<file path="src/rtl/reg_access_master.sv">
// reg_access_master: parses CMD/ADDR[/DATA] byte frames from the UART and drives the register file strobes.
// Optional trailing XOR checksum byte is enabled by defining REG_ACCESS_CHECKSUM_EN.
module reg_access_master #(
   parameter int         DEPTH       = 20,
   parameter logic [7:0] BASE_ADDR   = 8'h40,
   parameter int         TIMEOUT_CYC = 50000
) (
   input  logic       clk,
   input  logic       rst,
   input  logic [7:0] rx_data,
   input  logic       rx_valid,
   output logic [7:0] tx_data,
   output logic       tx_valid,
   input  logic       tx_ready,
   output logic       reg_write,
   output logic       reg_read,
   output logic [7:0] reg_index,
   output logic [7:0] reg_wdata,
   input  logic [7:0] reg_rdata,
   output logic       busy
);

   localparam logic [7:0]  CMD_W   = 8'h57;
   localparam logic [7:0]  CMD_R   = 8'h52;
   localparam logic [7:0]  ACK     = 8'h06;
   localparam logic [7:0]  NAK     = 8'h15;
   localparam logic [8:0]  ADDR_LO = {1'b0, BASE_ADDR};
   localparam logic [8:0]  ADDR_HI = ADDR_LO + 9'(DEPTH);
   localparam logic [15:0] TO_LAST = 16'(TIMEOUT_CYC - 1);

   typedef enum logic [2:0] {
      IDLE,
      GET_ADDR,
      GET_DATA,
`ifdef REG_ACCESS_CHECKSUM_EN
      GET_SUM,
`endif
      EXEC,
      RESP
   } state_t;

   state_t      state_r;
   state_t      next_get_s;
   logic [15:0] cnt_r;
   logic        is_wr_r;
   logic [7:0]  addr_r;
   logic [7:0]  data_r;
   logic        nak_r;
   logic [7:0]  tx_data_r;
   logic        tx_valid_r;
   logic        reg_write_r;
   logic        reg_read_r;
   logic [7:0]  reg_index_r;
   logic [7:0]  reg_wdata_r;
   logic        busy_r;
   logic [7:0]  frame_addr_s;
   logic [7:0]  frame_data_s;
   logic        last_byte_s;
   logic        sum_ok_s;
   logic        hit_s;

   function automatic logic addr_in_range(input logic [7:0] a);
      return ({1'b0, a} >= ADDR_LO) && ({1'b0, a} < ADDR_HI);
   endfunction

`ifdef REG_ACCESS_CHECKSUM_EN
   function automatic logic [7:0] frame_sum(input logic is_wr, input logic [7:0] a, input logic [7:0] d);
      return (is_wr ? CMD_W : CMD_R) ^ a ^ (is_wr ? d : 8'h00);
   endfunction
`endif

   // Frame byte routing: which byte completes the frame, and whether it addresses a valid register.
   always_comb begin
      frame_addr_s = addr_r;
      frame_data_s = data_r;
      last_byte_s  = 1'b0;
      next_get_s   = IDLE;
      sum_ok_s     = 1'b1;
      case (state_r)
         GET_ADDR: begin
            frame_addr_s = rx_data;
`ifdef REG_ACCESS_CHECKSUM_EN
            next_get_s   = is_wr_r ? GET_DATA : GET_SUM;
`else
            last_byte_s  = !is_wr_r;
            next_get_s   = GET_DATA;
`endif
         end
         GET_DATA: begin
            frame_data_s = rx_data;
`ifdef REG_ACCESS_CHECKSUM_EN
            next_get_s   = GET_SUM;
`else
            last_byte_s  = 1'b1;
`endif
         end
`ifdef REG_ACCESS_CHECKSUM_EN
         GET_SUM: begin
            last_byte_s = 1'b1;
            sum_ok_s    = (rx_data == frame_sum(is_wr_r, addr_r, data_r));
         end
`endif
         default: begin
            last_byte_s = 1'b0;
         end
      endcase
      // A bad checksum suppresses the strobe regardless of the address.
      hit_s = sum_ok_s && addr_in_range(frame_addr_s);
   end

   // Frame sequencer: collects bytes, issues the single-cycle strobe, holds the response until accepted.
   always_ff @(posedge clk) begin
      if (!rst) begin
         state_r     <= IDLE;
         cnt_r       <= 16'd0;
         is_wr_r     <= 1'b0;
         addr_r      <= 8'h00;
         data_r      <= 8'h00;
         nak_r       <= 1'b0;
         tx_data_r   <= 8'h00;
         tx_valid_r  <= 1'b0;
         reg_write_r <= 1'b0;
         reg_read_r  <= 1'b0;
         reg_index_r <= 8'h00;
         reg_wdata_r <= 8'h00;
         busy_r      <= 1'b0;
      end else begin
         reg_write_r <= 1'b0;
         reg_read_r  <= 1'b0;
         case (state_r)
            IDLE: begin
               cnt_r <= 16'd0;
               if (rx_valid && (rx_data == CMD_W || rx_data == CMD_R)) begin
                  is_wr_r <= (rx_data == CMD_W);
                  state_r <= GET_ADDR;
                  busy_r  <= 1'b1;
               end
            end
`ifdef REG_ACCESS_CHECKSUM_EN
            GET_ADDR, GET_DATA, GET_SUM: begin
`else
            GET_ADDR, GET_DATA: begin
`endif
               if (rx_valid) begin
                  cnt_r  <= 16'd0;
                  addr_r <= frame_addr_s;
                  data_r <= frame_data_s;
                  if (last_byte_s) begin
                     state_r <= EXEC;
                     nak_r   <= !hit_s;
                     if (hit_s) begin
                        reg_index_r <= frame_addr_s - BASE_ADDR;
                        reg_write_r <= is_wr_r;
                        reg_read_r  <= !is_wr_r;
                        if (is_wr_r) begin
                           reg_wdata_r <= frame_data_s;
                        end
                     end
                  end else begin
                     state_r <= next_get_s;
                  end
               end else if (cnt_r == TO_LAST) begin
                  state_r <= IDLE;
                  cnt_r   <= 16'd0;
                  busy_r  <= 1'b0;
               end else begin
                  cnt_r <= cnt_r + 16'd1;
               end
            end
            EXEC: begin
               tx_data_r  <= nak_r ? NAK : (is_wr_r ? ACK : reg_rdata);
               tx_valid_r <= 1'b1;
               state_r    <= RESP;
            end
            RESP: begin
               if (tx_ready) begin
                  tx_valid_r <= 1'b0;
                  state_r    <= IDLE;
                  busy_r     <= 1'b0;
               end
            end
            default: begin
               state_r    <= IDLE;
               tx_valid_r <= 1'b0;
               busy_r     <= 1'b0;
            end
         endcase
      end
   end

   assign tx_data   = tx_data_r;
   assign tx_valid  = tx_valid_r;
   assign reg_write = reg_write_r;
   assign reg_read  = reg_read_r;
   assign reg_index = reg_index_r;
   assign reg_wdata = reg_wdata_r;
   assign busy      = busy_r;

endmodule

</file>
<file path="config.mk">
export PLATFORM = sky130hd
export DESIGN_NAME = reg_access_master
export DESIGN_NICKNAME = d
export VERILOG_FILES = /design/src/rtl/reg_access_master.sv
export SDC_FILE = /design/constraint.sdc
export NUM_CORES = 1
export LEC_CHECK = 0
export CAP_MARGIN = 20
export CELL_PAD_IN_SITES_DETAIL_PLACEMENT = 1
export CELL_PAD_IN_SITES_GLOBAL_PLACEMENT = 1
export CORE_AREA = 2 2 80 101
export DETAILED_ROUTE_END_ITERATION = 16
export DIE_AREA = 0 0 82 103
export PLACE_DENSITY = 0.9
export SLEW_MARGIN = 10
export SYNTH_ARGS = -nofsm -noshare
export SYNTH_HDL_FRONTEND = slang
export SYNTH_SLANG_ARGS = --single-unit
</file>
<file path="constraint.sdc">
create_clock -name clk -period 6.9 [get_ports clk]
set_clock_uncertainty 0.2 [all_clocks]
set_input_delay 1.38 -clock clk [delete_from_list [all_inputs] [get_ports clk]]
set_output_delay 1.38 -clock clk [all_outputs]
set_load 0.005 [all_outputs]
</file>
==> run metrics <==
outcome=complete, no violations; cts bufs inserted=9; setup slack on the worst flop-to-flop path=3.61 ns; vias in the first global route=2863; clock latency on the worst-skew pair=0.35 ns; Max Root-Sink Buffers=2; post-cts hold buffer count=0; overall die width=82 um; count leader, synth=sky130_fd_sc_hd__dfxtp_1; fraction of final layout cells sized beyond drive strength 1=10.3%; area of the die=8450 um^2; placed wire-length estimate after detailed placement=6140 um; clock tree from TritonCTS=done; total inserted antenna cells=0; FP Rows=36; clock transition at the registers of the reported paths=0.08 ns; average footprint of a synthesized cell=9.38 um^2; total leakage power=1.41 nW; ratio of total power to cell area=191 nW/um^2; crit-path max FO=15; unrepaired setup endpoints after global routing=false; prevailing post-synth register cell=sky130_fd_sc_hd__dfxtp_1; Hold Fails Final Rpt=0; number of instances resized during post-cts repair=0; Fillers=858; endpoint type of the worst setup path=flip-flop; fin crit share=47.7%; max cap viols=0; Post-CTS Repair Setup Buffers=0; number of port buffers=47; Max Freq=304 MHz; maximum number of pins on one net before global-route repair=49; per-cell routed wire length=17.9 um; number of enable flip-flop cells after synthesis=0; Worst Hold Class=flip-flop to flip-flop; Setup WS post-layout=3.61 ns; residual antenna-violating net count after detailed routing=0; cell family with the largest share of critical-path delay=simple AND/OR/NAND/NOR gates; Max-slew headroom=30.0%; Top cell by count, worst path=sky130_fd_sc_hd__mux2i_1; synthesis warning total=0; startpoint of the most critical register-to-register path=state_r[0]; transition at the pin with the smallest max-transition slack=1.05 ns; post-synthesis sequential element count=65; count of vias placed by the detailed router=2777; H-tree depth reported by CTS=3; Setup Slack @ Placement=3.29 ns; Reg2Reg Depth=6; Worst Setup Start Kind=flip-flop; library cells used by synthesis=56; Post-synth ARST share=0%; post-synthesis instance area=3220 um^2; Seq/Total Area, Yosys=40.5%; count of buffer and inverter cells on the critical path=0; top-area cell type share of the netlist area=40.5%; VDD IR max=0.0977 mV; Post-layout nets=407; # DRC=0; root buffer cell=sky130_fd_sc_hd__clkbuf_8; Worst path max stage delay=0.88 ns; FF-to-FF End=reg_wdata[7]; vertical extent of the die=103 um; first-pass GRT wire length=14000 um; synthesized netlist cell count=343; critical path launch point=state_r[0]; total nets after synthesis=366; slowest library cell on the worst path=sky130_fd_sc_hd__nor3b_2; placed inst area=3710 um^2; Critical Path, Cell by Cell=nor3b_2, mux2i_1, ha_1, a211oi_4, o211ai_4, mux2i_1; area grow syn2layout=21.8%; post-route minimum period=3.29 ns; end point of the critical path=reg_wdata[7]; CTS sink cnt=65; total non-filler cell area in the finished layout=3920 um^2; Hold Path Cell Cnt=2; Initial Utilization=42.5%; Total Routed Length=8680 um; Global Route Usage Sum=21.8%; Critical Path AT=3.31 ns; average via count per standard cell=5.74; largest cells by area after synthesis=sky130_fd_sc_hd__dfxtp_1, sky130_fd_sc_hd__mux2i_1, sky130_fd_sc_hd__nand2_1, sky130_fd_sc_hd__nor2_1, sky130_fd_sc_hd__a211oi_1; most area-hungry cell type in the Yosys netlist=sky130_fd_sc_hd__dfxtp_1; Congestion Overflow GR=0; category of the most critical setup path=flip-flop to flip-flop; final setup violation count=0; final weighted congestion of routability-driven global placement=0.843; Levels on crit path=6; final slew viol count=0; antenna violations before repair=0; required time of the worst setup path=6.92 ns; I/O pin total=48; Placeable Area=7570 um^2; final total negative setup slack=0 ns; count of routing violations after the opening detailed-route iteration=82; Pre-Repair DR Iteration Count=6; most numerous cell types in the synthesized netlist=sky130_fd_sc_hd__dfxtp_1, sky130_fd_sc_hd__nand2_1, sky130_fd_sc_hd__mux2i_1
==> worst register-to-register path, cell delays in order, from the launching register on <==
cell and delay, ns:
sky130_fd_sc_hd__dfxtp_1 0.69, sky130_fd_sc_hd__nor3b_2 0.88, sky130_fd_sc_hd__mux2i_1 0.31, sky130_fd_sc_hd__ha_1 0.32, sky130_fd_sc_hd__a211oi_4 0.34, sky130_fd_sc_hd__o211ai_4 0.25, sky130_fd_sc_hd__mux2i_1 0.18
==> worst min-delay path by stage <==
stage	startpoint	end	slack, ns
after global routing	reg_index[2]	reg_index[2]	0.29
after floorplan	tx_data[3]	tx_data[3]	0.25
final	tx_data[7]	tx_data[7]	0.25
after detailed placement	tx_data[7]	tx_data[7]	0.25
after CTS	tx_data[7]	tx_data[7]	0.26
after global placement	tx_data[3]	tx_data[3]	0.24
==> where the power goes <==
group | internal [mW] | switching, mW
combinational | 0.0149 | 0.0197
clock | 0.177 | 0.161
sequential | 0.375 | 0.000950
total | 0.567 | 0.181
==> flip-flops by register name, indices dropped and copies added (netlist names) <==
name and flops:
data_r 8, tx_valid 1, cnt_r 16, is_wr_r 1, state_r 3, nak_r 1
reg_read 1, tx_data 8, reg_wdata 8, reg_index 8, reg_write 1, addr_r 8
busy 1
==> cell type report <==
cell class / count / area (um^2) / share of cell area [%]
tap: 95 / 119 / 3.03
clock inverter: 6 / 66.3 / 1.69
multi-input combinational: 253 / 1780 / 45.5
clock buffer: 10 / 138 / 3.51
sequential: 65 / 1300 / 33.2
inverter: 5 / 18.8 / 0.479
timing repair buffer: 50 / 493 / 12.6
==> layer usage <==
layer  part of all wire (%)  global-route usage, %  vias to the layer above
met5                      0                      0                        -
met4                    2.7                   10.0                        0
met3                    2.3                   3.42                       19
met2                     53                   40.4                       49
met1                     42                   24.0                     1392
li1                       -                      -                     1317
==> cells in the final DEF, fill, tap and decap left out, types with 4 or more instances in the layout <==
master                            count
sky130_fd_sc_hd__a211oi_1            12
sky130_fd_sc_hd__a21oi_1             15
sky130_fd_sc_hd__a31oi_1              5
sky130_fd_sc_hd__clkbuf_8            10
sky130_fd_sc_hd__clkdlybuf4s50_1     47
sky130_fd_sc_hd__dfxtp_1             65
sky130_fd_sc_hd__inv_1                5
sky130_fd_sc_hd__mux2_1               8
sky130_fd_sc_hd__mux2_2               5
sky130_fd_sc_hd__mux2i_1             33
sky130_fd_sc_hd__nand2_1             42
sky130_fd_sc_hd__nand2b_1             6
sky130_fd_sc_hd__nand3_1             10
sky130_fd_sc_hd__nand4_1              6
sky130_fd_sc_hd__nor2_1              29
sky130_fd_sc_hd__nor3_1               8
sky130_fd_sc_hd__o21ai_0              6
sky130_fd_sc_hd__o31ai_1              4
sky130_fd_sc_hd__or3_1                4
sky130_fd_sc_hd__xor2_1               5
==> cells by family (layout without fill, tap and decap cells) <==
kind of cell	count (synthesis)	count (layout)	share of synthesized area, %
mux	46	46	14.8
compound gates	56	56	13.0
xor+xnor	8	8	2.18
buf+inv	25	71	4.32
flops	65	65	40.5
fa+ha+maj	3	3	1.17
simple gates	140	140	24.1
==> per-stage QoR <==
step	utilization (%)	power, mW	hold slack (ns)	std cells
detailed placement	49.1	0.419	0.249	468
global route	51.8	0.773	0.288	484
finish	51.8	0.749	0.255	484
floorplan	-	0.400	0.248	343
global placement	49.1	0.418	0.239	468
CTS	51.8	0.753	0.261	484
(Power assumes the default switching activity.)
